--- config.mk ---
export PLATFORM = sky130hd
export DESIGN_NAME = ram_march_ctrl_flat
export DESIGN_NICKNAME = d
export VERILOG_FILES = /design/src/rtl/ram_march_ctrl_if.sv /design/src/rtl/ram_march_ctrl.sv /design/src/flat_wrapper.sv
export SDC_FILE = /design/constraint.sdc
export NUM_CORES = 1
export LEC_CHECK = 0
export CAP_MARGIN = 20
export CORE_UTILIZATION = 47
export CTS_CLUSTER_DIAMETER = 30
export DETAILED_ROUTE_END_ITERATION = 7
export PLACE_DENSITY = 0.92
export SLEW_MARGIN = 15
export SYNTH_ARGS = -nofsm -noshare
export SYNTH_HDL_FRONTEND = slang
export SYNTH_SLANG_ARGS = --single-unit
export TNS_END_PERCENT = 5
--- constraint.sdc ---
create_clock -name clk -period 2.7 [get_ports clk]
set_input_delay 0.27 -clock clk [delete_from_list [all_inputs] [get_ports clk]]
set_output_delay 0.27 -clock clk [all_outputs]
set_load 0.01 [all_outputs]
--- src/rtl/ram_march_ctrl_if.sv ---
// ram_march_ctrl_if: RAM read/write port bundle between the march sequencer
// (master) and the memory under test (slave).
interface ram_march_ctrl_if #(
   parameter int AW = 8,
   parameter int DW = 16
);
   logic [DW-1:0] mem_o;
   logic [DW-1:0] mem_d;
   logic [AW-1:0] mem_addr;
   logic          mem_r;
   logic          mem_w;
   modport master (input mem_o, output mem_d, mem_addr, mem_r, mem_w);
   modport slave  (output mem_o, input mem_d, mem_addr, mem_r, mem_w);
endinterface

--- src/rtl/ram_march_ctrl.sv ---
// ram_march_ctrl: two-pass write/read-back self test of a RAM with an
// address-derived pattern, inverted on the second pass; reports errors.
module ram_march_ctrl #(
   parameter int             AW        = 8,
   parameter int             DW        = 16,
   parameter int             LAST_ADDR = 255,
   parameter logic [DW-1:0]  SEED      = '0
) (
   input  logic                clk,
   input  logic                rst_n,
   input  logic                start,
   input  logic                abort,
   ram_march_ctrl_if.master    mem,
   output logic                busy,
   output logic                done,
   output logic                pass_ok,
   output logic [15:0]         err_cnt,
   output logic                err_valid,
   output logic [AW-1:0]       first_err_addr,
   output logic                first_err_pass
);
   typedef enum logic [1:0] {IDLE, WR, RD, DONE} state_t;
   state_t        state, nxt;
   logic [AW-1:0] addr;
   logic          pass;
   logic          last;
   logic          go;
   logic          mis;
   logic [DW-1:0] pat;
   assign pat  = DW'({addr, ~addr}) ^ SEED ^ {DW{pass}};
   assign last = addr == AW'(LAST_ADDR);
   // abort wins over start, and start is only honoured when not busy
   assign go   = start && !abort && (state == IDLE || state == DONE);
   assign mis  = state == RD && !abort && mem.mem_o != pat;
   always_ff @(posedge clk or negedge rst_n) begin
      if (!rst_n) state <= IDLE;
      else        state <= nxt;
   end
   always_comb begin
      nxt = state;
      case (state)
         IDLE, DONE: nxt = go ? WR : state;
         WR:         nxt = abort ? IDLE : last ? RD : WR;
         RD:         nxt = abort ? IDLE : !last ? RD : pass ? DONE : WR;
         default:    nxt = IDLE;
      endcase
   end
   always_comb begin
      busy         = state == WR || state == RD;
      done         = state == DONE;
      pass_ok      = state == DONE && err_cnt == 16'd0;
      mem.mem_w    = state == WR;
      mem.mem_r    = state == RD;
      mem.mem_addr = addr;
      mem.mem_d    = state == WR ? pat : '0;
   end
   // address wraps to 0 on every phase change, abort, and outside a run
   always_ff @(posedge clk or negedge rst_n) begin
      if (!rst_n) begin
         addr           <= '0;
         pass           <= 1'b0;
         err_cnt        <= 16'd0;
         err_valid      <= 1'b0;
         first_err_addr <= '0;
         first_err_pass <= 1'b0;
      end else begin
         addr <= (busy && !abort && !last) ? addr + 1'b1 : '0;
         pass <= go ? 1'b0 : (state == RD && last && !abort) ? 1'b1 : pass;
         if (go) begin
            err_cnt        <= 16'd0;
            err_valid      <= 1'b0;
            first_err_addr <= '0;
            first_err_pass <= 1'b0;
         end else if (mis) begin
            err_cnt <= &err_cnt ? err_cnt : err_cnt + 16'd1;
            if (!err_valid) begin
               err_valid      <= 1'b1;
               first_err_addr <= addr;
               first_err_pass <= pass;
            end
         end
      end
   end
endmodule
--- src/flat_wrapper.sv ---
// flat-port wrapper written by rule: the top's interface ports become plain ports
module ram_march_ctrl_flat 
#(
   parameter int             AW        = 8,
   parameter int             DW        = 16,
   parameter int             LAST_ADDR = 255,
   parameter logic [DW-1:0]  SEED      = '0
)
  (clk, rst_n, start, abort, busy, done, pass_ok, err_cnt, err_valid, first_err_addr, first_err_pass, mem_mem_o, mem_mem_d, mem_mem_addr, mem_mem_r, mem_mem_w);
  ram_march_ctrl_if #(.AW(AW), .DW(DW)) mem_i ();
  input  logic clk;
  input  logic rst_n;
  input  logic start;
  input  logic abort;
  output logic busy;
  output logic done;
  output logic pass_ok;
  output logic [15:0] err_cnt;
  output logic err_valid;
  output logic [AW-1:0] first_err_addr;
  output logic first_err_pass;
  input wire logic [$bits(mem_i.mem_o)-1:0] mem_mem_o;
  output wire logic [$bits(mem_i.mem_d)-1:0] mem_mem_d;
  output wire logic [$bits(mem_i.mem_addr)-1:0] mem_mem_addr;
  output wire logic [$bits(mem_i.mem_r)-1:0] mem_mem_r;
  output wire logic [$bits(mem_i.mem_w)-1:0] mem_mem_w;
  assign mem_i.mem_o = mem_mem_o;
  assign mem_mem_d = mem_i.mem_d;
  assign mem_mem_addr = mem_i.mem_addr;
  assign mem_mem_r = mem_i.mem_r;
  assign mem_mem_w = mem_i.mem_w;
  ram_march_ctrl #(.AW(AW), .DW(DW), .LAST_ADDR(LAST_ADDR), .SEED(SEED)) u_core (.clk(clk), .rst_n(rst_n), .start(start), .abort(abort), .mem(mem_i), .busy(busy), .done(done), .pass_ok(pass_ok), .err_cnt(err_cnt), .err_valid(err_valid), .first_err_addr(first_err_addr), .first_err_pass(first_err_pass));
endmodule
Word-level counts from Yosys, hierarchy flattened
Cells that the tools add are included.
{"block": "word_totals", "regBits": 37, "in_bits": 20, "wordCells": 62, "output_inout_bits": 55}
{"block": "op_classes", "bitwise": 2, "n_reduce_logical": 21, "addsub": 2, "n_mux": 22, "n_eq_ne": 8}
{"op": "$mux W16", "count": 4}
{"op": "$mux W8", "count": 4}
{"op": "$add A16 B1 Y16 const B", "count": 1}
{"op": "$logic_not A16 Y1", "count": 1}
{"op": "$ne A16 B16 Y1", "count": 1}
{"op": "$reduce_and A16 Y1", "count": 1}
{"op": "$xor A16 B16 Y16", "count": 1}
{"op": "$mux W2", "count": 6}
{"op": "$logic_and A1 B1 Y1", "count": 9}
{"op": "$add A8 B1 Y8 const B", "count": 1}
{"op": "$eq A8 B8 Y1 const B", "count": 1}
{"op": "$not A8 Y8", "count": 1}
{"op": "$mux W1", "count": 7}
{"op": "$pmux W2 S3", "count": 1}
{"op": "$eq A2 B2 Y1 const B", "count": 2}
{"op": "$ne A2 B1 Y1 const B", "count": 2}
{"op": "$reduce_and A2 Y1", "count": 2}
{"op": "$reduce_bool A2 Y1", "count": 2}
{"op": "$eq A2 B1 Y1 const B", "count": 1}
{"op": "$logic_not A1 Y1", "count": 2}
{"op": "$logic_not A2 Y1", "count": 1}
{"op": "$logic_or A1 B1 Y1", "count": 2}
{"op": "$ne A2 B2 Y1 const B", "count": 1}
{"op": "$reduce_or A2 Y1", "count": 1}

Depth between registers and ports, before layout
Gate-level depths: netlist of run 1.
{"block": "logic_depth", "word_depth": 6, "ltp_mapped": 9, "mapped_depth_nobuf": 8}

Worst setup path before layout of run 1
OpenSTA, ideal clock, no wires.
{"block": "synth_timing", "path_type": "register to register", "start": "register u_core.addr[1] (netlist: u_core.mem.mem_addr[1])", "end": "register u_core.first_err_addr[6]", "stages_incl_launch_ff": 10, "t_required_ns": 2.604, "path_buffers": 3, "arrival_time_ns": 2.026, "slack_ns": 0.578, "setup_time_ns": 0.096, "path_cell_list": "dfrtp_1 -> buf_4 -> xor2_1 -> nor4_1 -> nor4_2 -> nor4_2 -> buf_4 -> buf_6 -> o211ai_1 -> o31ai_1"}
{"block": "synth_between", "elab_chain_len": 6}
{"item": "start: declaration", "line_no": "ram_march_ctrl.sv:24", "source": "logic [AW-1:0] addr;"}
{"item": "start signal: assignment", "line_no": "ram_march_ctrl.sv:67", "source": "addr <= (busy && !abort && !last) ? addr + 1'b1 : '0;"}
{"item": "$not A8 Y8", "line_no": "ram_march_ctrl.sv:30", "source": "assign pat = DW'({addr, ~addr}) ^ SEED ^ {DW{pass}};"}
{"item": "$xor A16 B16 Y16 (*)", "line_no": "ram_march_ctrl.sv:30"}
{"item": "$ne A16 B16 Y1 (*)", "line_no": "ram_march_ctrl.sv:34", "source": "assign mis = state == RD && !abort && mem.mem_o != pat;"}
{"item": "$logic_and A1 B1 Y1 (*)", "line_no": "ram_march_ctrl.sv:34"}
{"item": "$reduce_bool A2 Y1 (no source line) (*)"}
{"item": "$reduce_and A2 Y1 (no source line) (*)"}
{"item": "end signal: assignment", "line_no": "ram_march_ctrl.sv:78", "source": "first_err_addr <= addr;"}
{"item": "end: declaration", "line_no": "ram_march_ctrl.sv:19", "source": "output logic [AW-1:0] first_err_addr,"}
Every way passes the cells marked *; elsewhere a longest branch is shown, timed or not.
A chain may end at the register's enable or synchronous reset.

Worst setup path in the final report of run 1
{"block": "layout_timing", "start": "register u_core.err_cnt[0]", "end": "register u_core.err_cnt[3]"}
{"block": "layout_between", "elab_chain_len": 4}
{"item": "start: declaration", "line_no": "ram_march_ctrl.sv:17", "source": "output logic [15:0] err_cnt,"}
{"item": "start signal: assignment", "line_no": "ram_march_ctrl.sv:75", "source": "err_cnt <= &err_cnt ? err_cnt : err_cnt + 16'd1;"}
{"item": "$add A16 B1 Y16", "line_no": "ram_march_ctrl.sv:75"}
{"item": "$mux W16", "line_no": "ram_march_ctrl.sv:75"}
{"item": "$mux W16", "line_no": "ram_march_ctrl.sv:74", "source": "end else if (mis) begin"}
{"item": "$mux W16", "line_no": "ram_march_ctrl.sv:69", "source": "if (go) begin"}
Several ways; a longest one is shown, not always the timed one. The select of a mux whose other input is x is not followed.

==> metrics, run 1 <==
met1 global-route usage 0.340; nets 377; total gr overflow 0; final setup violation count 0; final hold violation count 0; CP startpoint kind register; Die ar. 0.00557 mm2; DIE HEIGHT 74.6 um; CTS Root Cell clkbuf_8; largest net degree at the start of global routing 51; Total Neg Setup Slack 0 ns; clock slew seen by the registers of the worst setup and hold paths 0.08 ns; Wirelength per Cell 15.9 um; Post-Synthesis Cells 283; non-filler cells, final 422; Most Crowded Layer GR met2; Mapped Avg Cell Area 8.76 um2; WS Path Type register to register; Slew Limit Fails 0; WP data arrival 2.64 ns; Synth Warn # 0; GRT Total Usage 0.249; Core Footprint 0.00511 mm2; Post-CTS Setup Bufs 0; Num CTS Buffers 5; Vias/cell 5.82; crit path launch u_core.err_cnt[0]$_DFFE_PN0P_; final wirelength 6700 um; vias in the first global route 2263; R2R Path Start u_core.err_cnt[0]$_DFFE_PN0P_; FFs w/ async S/R, synth 1.00; #FFs+latches synth 37; first-pass GRT wire length 10600 um; row cnt 26; Critical Path RT 2.92 ns; max-cap violation count 0; Port Buffers 74; top_reg_cell synth dfrtp_1; Routed Antenna Nets 0; Highest Clock Rate 0.413 GHz; total power per unit cell area 506 mW/mm2; synthesized area 0.00248 mm2; Post-synth EDFFs 0; routed via count 2454; RSZ-0062 raised after global routing false; Worst Path Buf+Inv 1; antenna diode count 0; H-tree depth 2; routing usage on met3 0.0281; cts repair resizes 0; clk_lat worst skew 0.30 ns; unique cell type count in the Yosys netlist 43; Hold Path Class primary input to async pin; Area Overhead vs Synth 36.8%; Crit-path slowest cell or4_1; headroom to the max-slew limit 0.513; Leak 1.35 nW; GR Util met2 0.390; status finished clean; Clock Skew 0.00905 ns; Placed Cells 414; Die X 74.6 um; VDD IR max 0.258 mV; fill count 379; Slew @ Worst Pin 0.729 ns; Setup WS post-layout 0.277 ns; router iterations before antenna repair 4; CP peak stage delay 0.51 ns; first-iteration detailed-routing DRC count 177; CTS tree done; Initial Utilization 0.485; Cell Chain, Critical Path ha_1 -> nand3_1 -> nor3_2 -> nand3_1 -> nand2_1 -> buf_4 -> or4_1 -> a21oi_1; # DRC 0; initial antenna violation count 0; Placer Congestion 0.870; most frequent cells in the layout 74 x clkdlybuf4s50_1, 37 x dfrtp_1, 25 x nor2_1, 22 x nand2_1, 18 x o31ai_1; dominant cell type by count on the critical path nand3_1; share of cells above drive strength 1 0.0597; critical path fanouts, max 13; crit-path leading delay family simple AND/OR/NAND/NOR gates; most common cell after layout, fill and taps aside clkdlybuf4s50_1; sequential share of the synthesized area 0.374; Synth Net Count 309; CTS Buffer Depth 2; CP Capture Type register; hold_buf cts 0; CTS Sinks 37; Final HPWL DP 4820 um; final period utilization 0.897; Ports 75; minimum clock period 2.42 ns; pre-CTS WS 0.121 ns
-- state kept, by name, indices dropped and copies added (netlist names) --
signal and cells:
u_core.err_cnt 16, u_core.err_valid 1, u_core.first_err_addr 8, u_core.first_err_pass 1, u_core.mem.mem_addr 8, u_core.pass 1
u_core.state 2
-- path summary, 6_finish.rpt --
path | to | slack [ns] | cells past startpoint
setup / recovery | u_core.err_cnt[3]$_DFFE_PN0P_ | 0.28 | 8
hold / removal | u_core.first_err_addr[0]$_DFFE_PN0P_ | 0.41 | 2
setup reg to reg | u_core.err_cnt[3]$_DFFE_PN0P_ | 0.28 | 8
hold reg to reg | u_core.first_err_addr[1]$_DFFE_PN0P_ | 0.55 | 2
max in group asynchronous | u_core.err_cnt[11]$_DFFE_PN0P_ | 1.96 | 2
min in group clk | u_core.first_err_addr[1]$_DFFE_PN0P_ | 0.55 | 2
-- cells by family (layout without fill, tap and decap cells) --
kind of cell               count (synthesis)  after routing  synth area share
AOI/OAI and AO/OA                         59             59             0.157
xor gates and xnor gates                  25             25            0.0883
adders and majority gates                  6              6            0.0303
buffers and inverters                     32            101            0.0707
DFF                                       37             37             0.374
muxes                                      1              1           0.00404
and+or+nand+nor                          123            123             0.276
-- report_power, final --
group,switching [mW],internal [mW],leakage (nW)
logic,0.278,0.269,0.766
registers,0.0283,0.570,0.514
clock network,0.204,0.367,0.0681
total,0.511,1.21,1.35
-- cell type report --
cell class	instances	area [um2]	area share
tap	70	87.6	0.0258
multi-input combinational	214	1390	0.409
timing repair buffer	83	821	0.242
clock inverter	3	65.1	0.0192
clock buffer	5	68.8	0.0203
inverter	10	37.5	0.0111
sequential	37	926	0.273
-- layer usage --
metal / wire, um / share of wire / vias up
met1: 2790 / 0.42 / 1187
met2: 3290 / 0.49 / 103
li1: - / - / 1145
met3: 414 / 0.062 / 19
met5: 0 / 0 / -
met4: 200 / 0.030 / 0
-- cells in the mapped netlist (2+ instances only) --
cell,number,area [um2]
dfrtp_1,37,926
nor2_1,25,93.8
nand2_1,22,82.6
o31ai_1,18,135
a21oi_1,16,80.1
nand3_1,13,65.1
xor2_1,13,114
xnor2_1,12,105
inv_1,10,37.5
o211ai_1,10,75.1
nand2b_1,9,56.3
buf_2,8,40.0
and2_1,7,43.8
nor4_1,7,43.8
or4_1,7,52.6
ha_1,6,75.1
o21ai_1,6,30.0
or3_1,6,37.5
nand4_1,5,31.3
and3_1,4,25.0
buf_4,4,30.0
buf_6,4,45.0
clkbuf_1,4,15.0
nor3_1,3,15.0
o21a_1,3,22.5
a2bb2oi_1,2,17.5
and4_1,2,17.5
buf_1,2,7.51
nor2b_1,2,12.5
nor4_2,2,25.0
nor4b_1,2,17.5
-- per-stage QoR --
| stage | instance area, um2 | utilization | hold WS, ns | total power [mW] |
|---|---|---|---|---|
| 2_1_floorplan | 2480 | - | -0.0256 | 0.865 |
| 3_3_place_gp | 3260 | 0.638 | 0.515 | 1.13 |
| 3_5_place_dp | 3260 | 0.638 | 0.522 | 1.15 |
| 4_1_cts | 3390 | 0.664 | 0.427 | 1.72 |
| 5_1_grt | 3390 | 0.664 | 0.453 | 1.80 |
| 6_report | 3390 | 0.664 | 0.414 | 1.72 |
(Power assumes the default switching activity.)
==> run 2, diff against run 1 <==
Settings changed: ABC_AREA set to 1, CORE_UTILIZATION 47 to 49, PLACE_DENSITY 0.92 to 0.93.
==> metrics, run 2 <==
Reg power frac 0.362; Synth Warn # 0; dominant cell type by count on the critical path nand2_1; FFs w/ async S/R, synth 1.00; Switch Pwr 919 uW; minimum clock period 2.37 ns; unique cell type count in the Yosys netlist 25; Num CTS Buffers 5; #FFs+latches synth 37; max reg flops 16; Mapped Avg Cell Area 6.29 um2; Placer Congestion 0.882; vias in the first global route 2778; Post-synth EDFFs 0; status finished clean; Hold Path Class primary input to async pin; Cell Chain, Critical Path inv_4 -> nand2_1 -> nand2_1 -> nor2_1 -> clkdlybuf4s50_1; Core Footprint 0.00524 mm2; Total Neg Setup Slack 0 ns; H-tree depth 2; DIE HEIGHT 76.8 um; Area Overhead vs Synth 31.0%; Tot Pwr 2.31 mW; clock slew seen by the registers of the worst setup and hold paths 0.07 ns; router iterations before antenna repair 5; final period utilization 0.877; WP data arrival 2.10 ns; max-cap violation count 0; nets 533; initial antenna violation count 0; CTS Buffer Depth 2; register bank with the most flops u_core.err_cnt; row cnt 26; CP startpoint kind register; Crit-path slowest cell dfrtp_1; top_reg_cell synth dfrtp_1; Ports 75; largest net degree at the start of global routing 38; Initial Utilization 0.524; GRT Total Usage 0.261; first-iteration detailed-routing DRC count 215; Slew @ Worst Pin 0.830 ns; hold_buf cts 0; Slew Limit Fails 0; # DRC 0; total power per unit cell area 644 mW/mm2; area of the multi-input gates 0.00152 mm2; Net Sw Frac 0.397; FF-to-FF setup slack 0.35 ns; CP peak stage delay 0.73 ns; Critical Path RT 2.43 ns; VDD IR max 0.527 mV; Synth Net Count 462; final setup violation count 0; Routed Antenna Nets 0; Highest Clock Rate 0.422 GHz; Placed Cells 570; CTS Root Cell clkbuf_8; antenna diode count 0; Post-CTS Setup Bufs 0; most frequent cell after synthesis nand2_1; largest area contributor in the netlist dfrtp_1; RSZ-0062 raised after global routing false; routed via count 3008; fin util 0.686; register area 926 um2; design area 0.00359 mm2; synthesized area 0.00274 mm2; crit-path leading delay family buffers and inverters; most frequent cells in the layout 174 x nand2_1, 73 x clkdlybuf4s50_1, 55 x inv_1, 53 x nor2_1, 41 x nand3_1; Vias/cell 5.21; final wirelength 7230 um; CTS tree done; first-pass GRT wire length 12500 um; fill count 451; Setup WS post-layout 0.332 ns; CP Capture Type output port; most common cell after layout, fill and taps aside nand2_1; cts repair resizes 0; Final HPWL DP 5400 um; total gr overflow 0; critical path fanouts, max 19; Commonest cells post-synth 174 x nand2_1, 55 x inv_1, 53 x nor2_1, 41 x nand3_1, 37 x dfrtp_1; Die X 76.8 um; combinational power share 0.467; headroom to the max-slew limit 0.447; Area contributors post-synth dfrtp_1 34%, nand2_1 24%, inv_1 7.5%; P_int 1.40 mW; Clock Skew 0.00435 ns; Leak 1.84 nW; placed cell area 0.00351 mm2; share of cells above drive strength 1 0.0375; Post-Synthesis Cells 436; post-synth top area share 0.338; WS Path Type register to output port; Die ar. 0.00590 mm2; final hold violation count 0; Clk pwr share 0.170; Port Buffers 74; CTS Sinks 37; clk_lat worst skew 0.29 ns; sequential share of the synthesized area 0.338; Worst Hold Margin 0.0681 ns; Worst Path Buf+Inv 2; Wirelength per Cell 12.5 um; non-filler cells, final 577; pre-CTS WS 0.419 ns
-- run 2: cell types whose count changed after synthesis, moves of 10 or more --
cell	change
o211ai_1	-10
nand3_1	+28
nand2_1	+152
nor2_1	+28
a21oi_1	-11
inv_1	+45
o31ai_1	-18
-- run 2: power groups by stage --
stage	registers [mW]	logic (mW)	clock network, mW
global route	0.858	1.19	0.414
floorplan	0.828	0.556	0
detailed placement	0.840	1.08	0
finish	0.839	1.08	0.394
CTS	0.834	1.09	0.397
global placement	0.838	1.04	0
-- run 2: worst paths after layout --
kind / end / startpoint / cells past startpoint
min in group clk: u_core.first_err_addr[5]$_DFFE_PN0P_ / u_core.first_err_addr[5]$_DFFE_PN0P_ / 2
max in group asynchronous: u_core.state[1]$_DFFE_PN0P_ / rst_n / 1
worst min-delay path: u_core.err_cnt[9]$_DFFE_PN0P_ / rst_n / 1
worst max-delay path: mem_mem_d[10] / u_core.pass$_DFFE_PN0P_ / 5
worst max register to register: u_core.err_cnt[2]$_DFFE_PN0P_ / u_core.pass$_DFFE_PN0P_ / 13
worst min register to register: u_core.first_err_addr[5]$_DFFE_PN0P_ / u_core.first_err_addr[5]$_DFFE_PN0P_ / 2
-- run 2: cells by family after synthesis --
kind of cell / Yosys count / share of synthesized area
flip-flops: 37 / 0.338
adder cells (fa/ha/maj): 6 / 0.0274
AO/OA/AOI/OAI: 16 / 0.0301
XOR/XNOR: 9 / 0.0287
buffers and inverters: 69 / 0.108
AND/OR/NAND/NOR: 299 / 0.469
-- run 2: routing by layer --
metal	global-route usage	routed length (um)
met4	0.123	248
met3	0.0393	461
met2	0.426	3400
met5	0	0
met1	0.338	3120
-- run 2: final cells by class --
type,instances,area share
multi-input combinational,330,0.424
timing repair buffer,77,0.211
tap,70,0.0244
clock buffer,7,0.0240
inverter,56,0.0592
sequential,37,0.258
==> run 3, diff against run 2 <==
==> constraint.sdc (replaced) <==
create_clock -name clk -period 2.7 [get_ports clk]
set_input_delay 0.27 -clock clk [delete_from_list [all_inputs] [get_ports clk]]
set_output_delay 0.27 -clock clk [all_outputs]
set_load 0.1 [all_outputs]
==> metrics, run 3 (synthesized netlist as in run 2, its figures left out) <==
status finished clean; register bank with the most flops u_core.err_cnt; Leak 1.94 nW; Core Footprint 0.00524 mm2; H-tree depth 2; antenna diode count 0; first-pass GRT wire length 12400 um; routed via count 2990; Num CTS Buffers 5; Initial Utilization 0.524; WS Path Type register to register; final setup violation count 0; CTS tree done; Critical Path RT 2.89 ns; most frequent cells in the layout 174 x nand2_1, 58 x buf_4, 55 x inv_1, 43 x nor2_1, 41 x nand3_1; WP data arrival 2.49 ns; Die X 76.8 um; VDD IR max 0.997 mV; Highest Clock Rate 0.434 GHz; Vias/cell 5.18; FF-to-FF setup slack 0.40 ns; Port Buffers 74; CTS Buffer Depth 2; critical path fanouts, max 19; largest net degree at the start of global routing 38; non-filler cells, final 577; initial antenna violation count 0; CP Capture Type register; Wirelength per Cell 12.5 um; clock slew seen by the registers of the worst setup and hold paths 0.07 ns; Final HPWL DP 5490 um; reg2reg path depth 13; pre-CTS WS 0.432 ns; max-cap violation count 0; final period utilization 0.854; most common cell after layout, fill and taps aside nand2_1; share of cells above drive strength 1 0.168; final wirelength 7230 um; # DRC 0; hold_buf cts 0; cts repair resizes 0; Die ar. 0.00590 mm2; max reg flops 16; CP startpoint kind register; RSZ-0062 raised after global routing false; Hold Path Class primary input to async pin; minimum clock period 2.30 ns; GRT Total Usage 0.259; Area Overhead vs Synth 27.1%; Clock Skew 0.00356 ns; Ports 75; CTS Root Cell clkbuf_8; Placer Congestion 0.867; Routed Antenna Nets 0; Placed Cells 570; DIE HEIGHT 76.8 um; Setup WS post-layout 0.395 ns; router iterations before antenna repair 4; total power per unit cell area 1020 mW/mm2; clk_lat worst skew 0.30 ns; final hold violation count 0; nets 533; first-iteration detailed-routing DRC count 196; R2R Path Start u_core.pass$_DFFE_PN0P_; row cnt 26; Critical R2R Capture u_core.first_err_addr[1]$_DFFE_PN0P_; Post-CTS Setup Bufs 0; headroom to the max-slew limit 0.446; Slew @ Worst Pin 0.830 ns; total gr overflow 0; CTS Sinks 37; Slew Limit Fails 0; vias in the first global route 2773
[run 3: changes by cell type in the layout (fill, tap and decap cells not counted)]
cell and change:
buf_4 +55, clkdlybuf4s50_1 -55, nor2_1 -10, nor2_2 +10
nor3_1 -1, nor3_2 +1
[run 3: cell type report]
type	count	area (um2)
flip-flops and latches	37	926
multi-input cells	330	1550
clock buffers	7	86.3
repair buffers	77	621
well taps	70	87.6
inverters	56	213
fillers	491	1750
[run 3: how the worst max path moves through the flow]
stage                                     start                              endpoint  slack, ns  cells past startpoint
floorplan           u_core.state[1]$_DFFE_PN0P_                          mem_mem_d[0]      -0.44                      4
global placement        u_core.pass$_DFFE_PN0P_  u_core.first_err_addr[1]$_DFFE_PN0P_       0.53                     13
detailed placement      u_core.pass$_DFFE_PN0P_         u_core.err_cnt[0]$_DFFE_PN0P_       0.43                     13
CTS                     u_core.pass$_DFFE_PN0P_         u_core.err_cnt[0]$_DFFE_PN0P_       0.42                     13
global route            u_core.pass$_DFFE_PN0P_  u_core.first_err_addr[4]$_DFFE_PN0P_        0.1                     13
finish                  u_core.pass$_DFFE_PN0P_  u_core.first_err_addr[1]$_DFFE_PN0P_       0.40                     13
[run 3: per-stage QoR]
step                cell area, um2  TNS [ns]  utilization  hold slack [ns]  total power [mW]
floorplan                     2770     -5.82            -          -0.0256              2.67
global placement              3400         0        0.649            0.407              3.10
detailed placement            3400         0        0.649            0.409              3.14
CTS                           3480         0        0.665           0.0868              3.55
global route                  3480         0        0.665            0.127              3.70
finish                        3480         0        0.665           0.0687              3.55
[run 3: metal layers]
metal	vias up	GRT usage	part of all wire
li1	1493	-	-
met1	1386	0.312	0.43
met2	93	0.452	0.50
met3	18	0.0417	0.048
met4	0	0.117	0.023
met5	-	0	0
[run 3: worst max-delay path: stages, from the launching register on]
cell and delay [ns]:
dfrtp_1 0.73, inv_4 0.17, nand2_1 0.13, nand2_1 0.10
nand2_1 0.07, nand2_1 0.05, nor2_1 0.10, nand2_1 0.08
nor2_1 0.11, nand2_2 0.12, nand3_2 0.21, nand2_2 0.17
nand2_1 0.10, nand2_1 0.05
[run 3: where the power goes]
group	switching (mW)	leakage [nW]	internal, mW
Combinational	1.83	1.39	0.472
Sequential	0.190	0.507	0.657
Clock	0.198	0.0443	0.203
Total	2.21	1.94	1.33
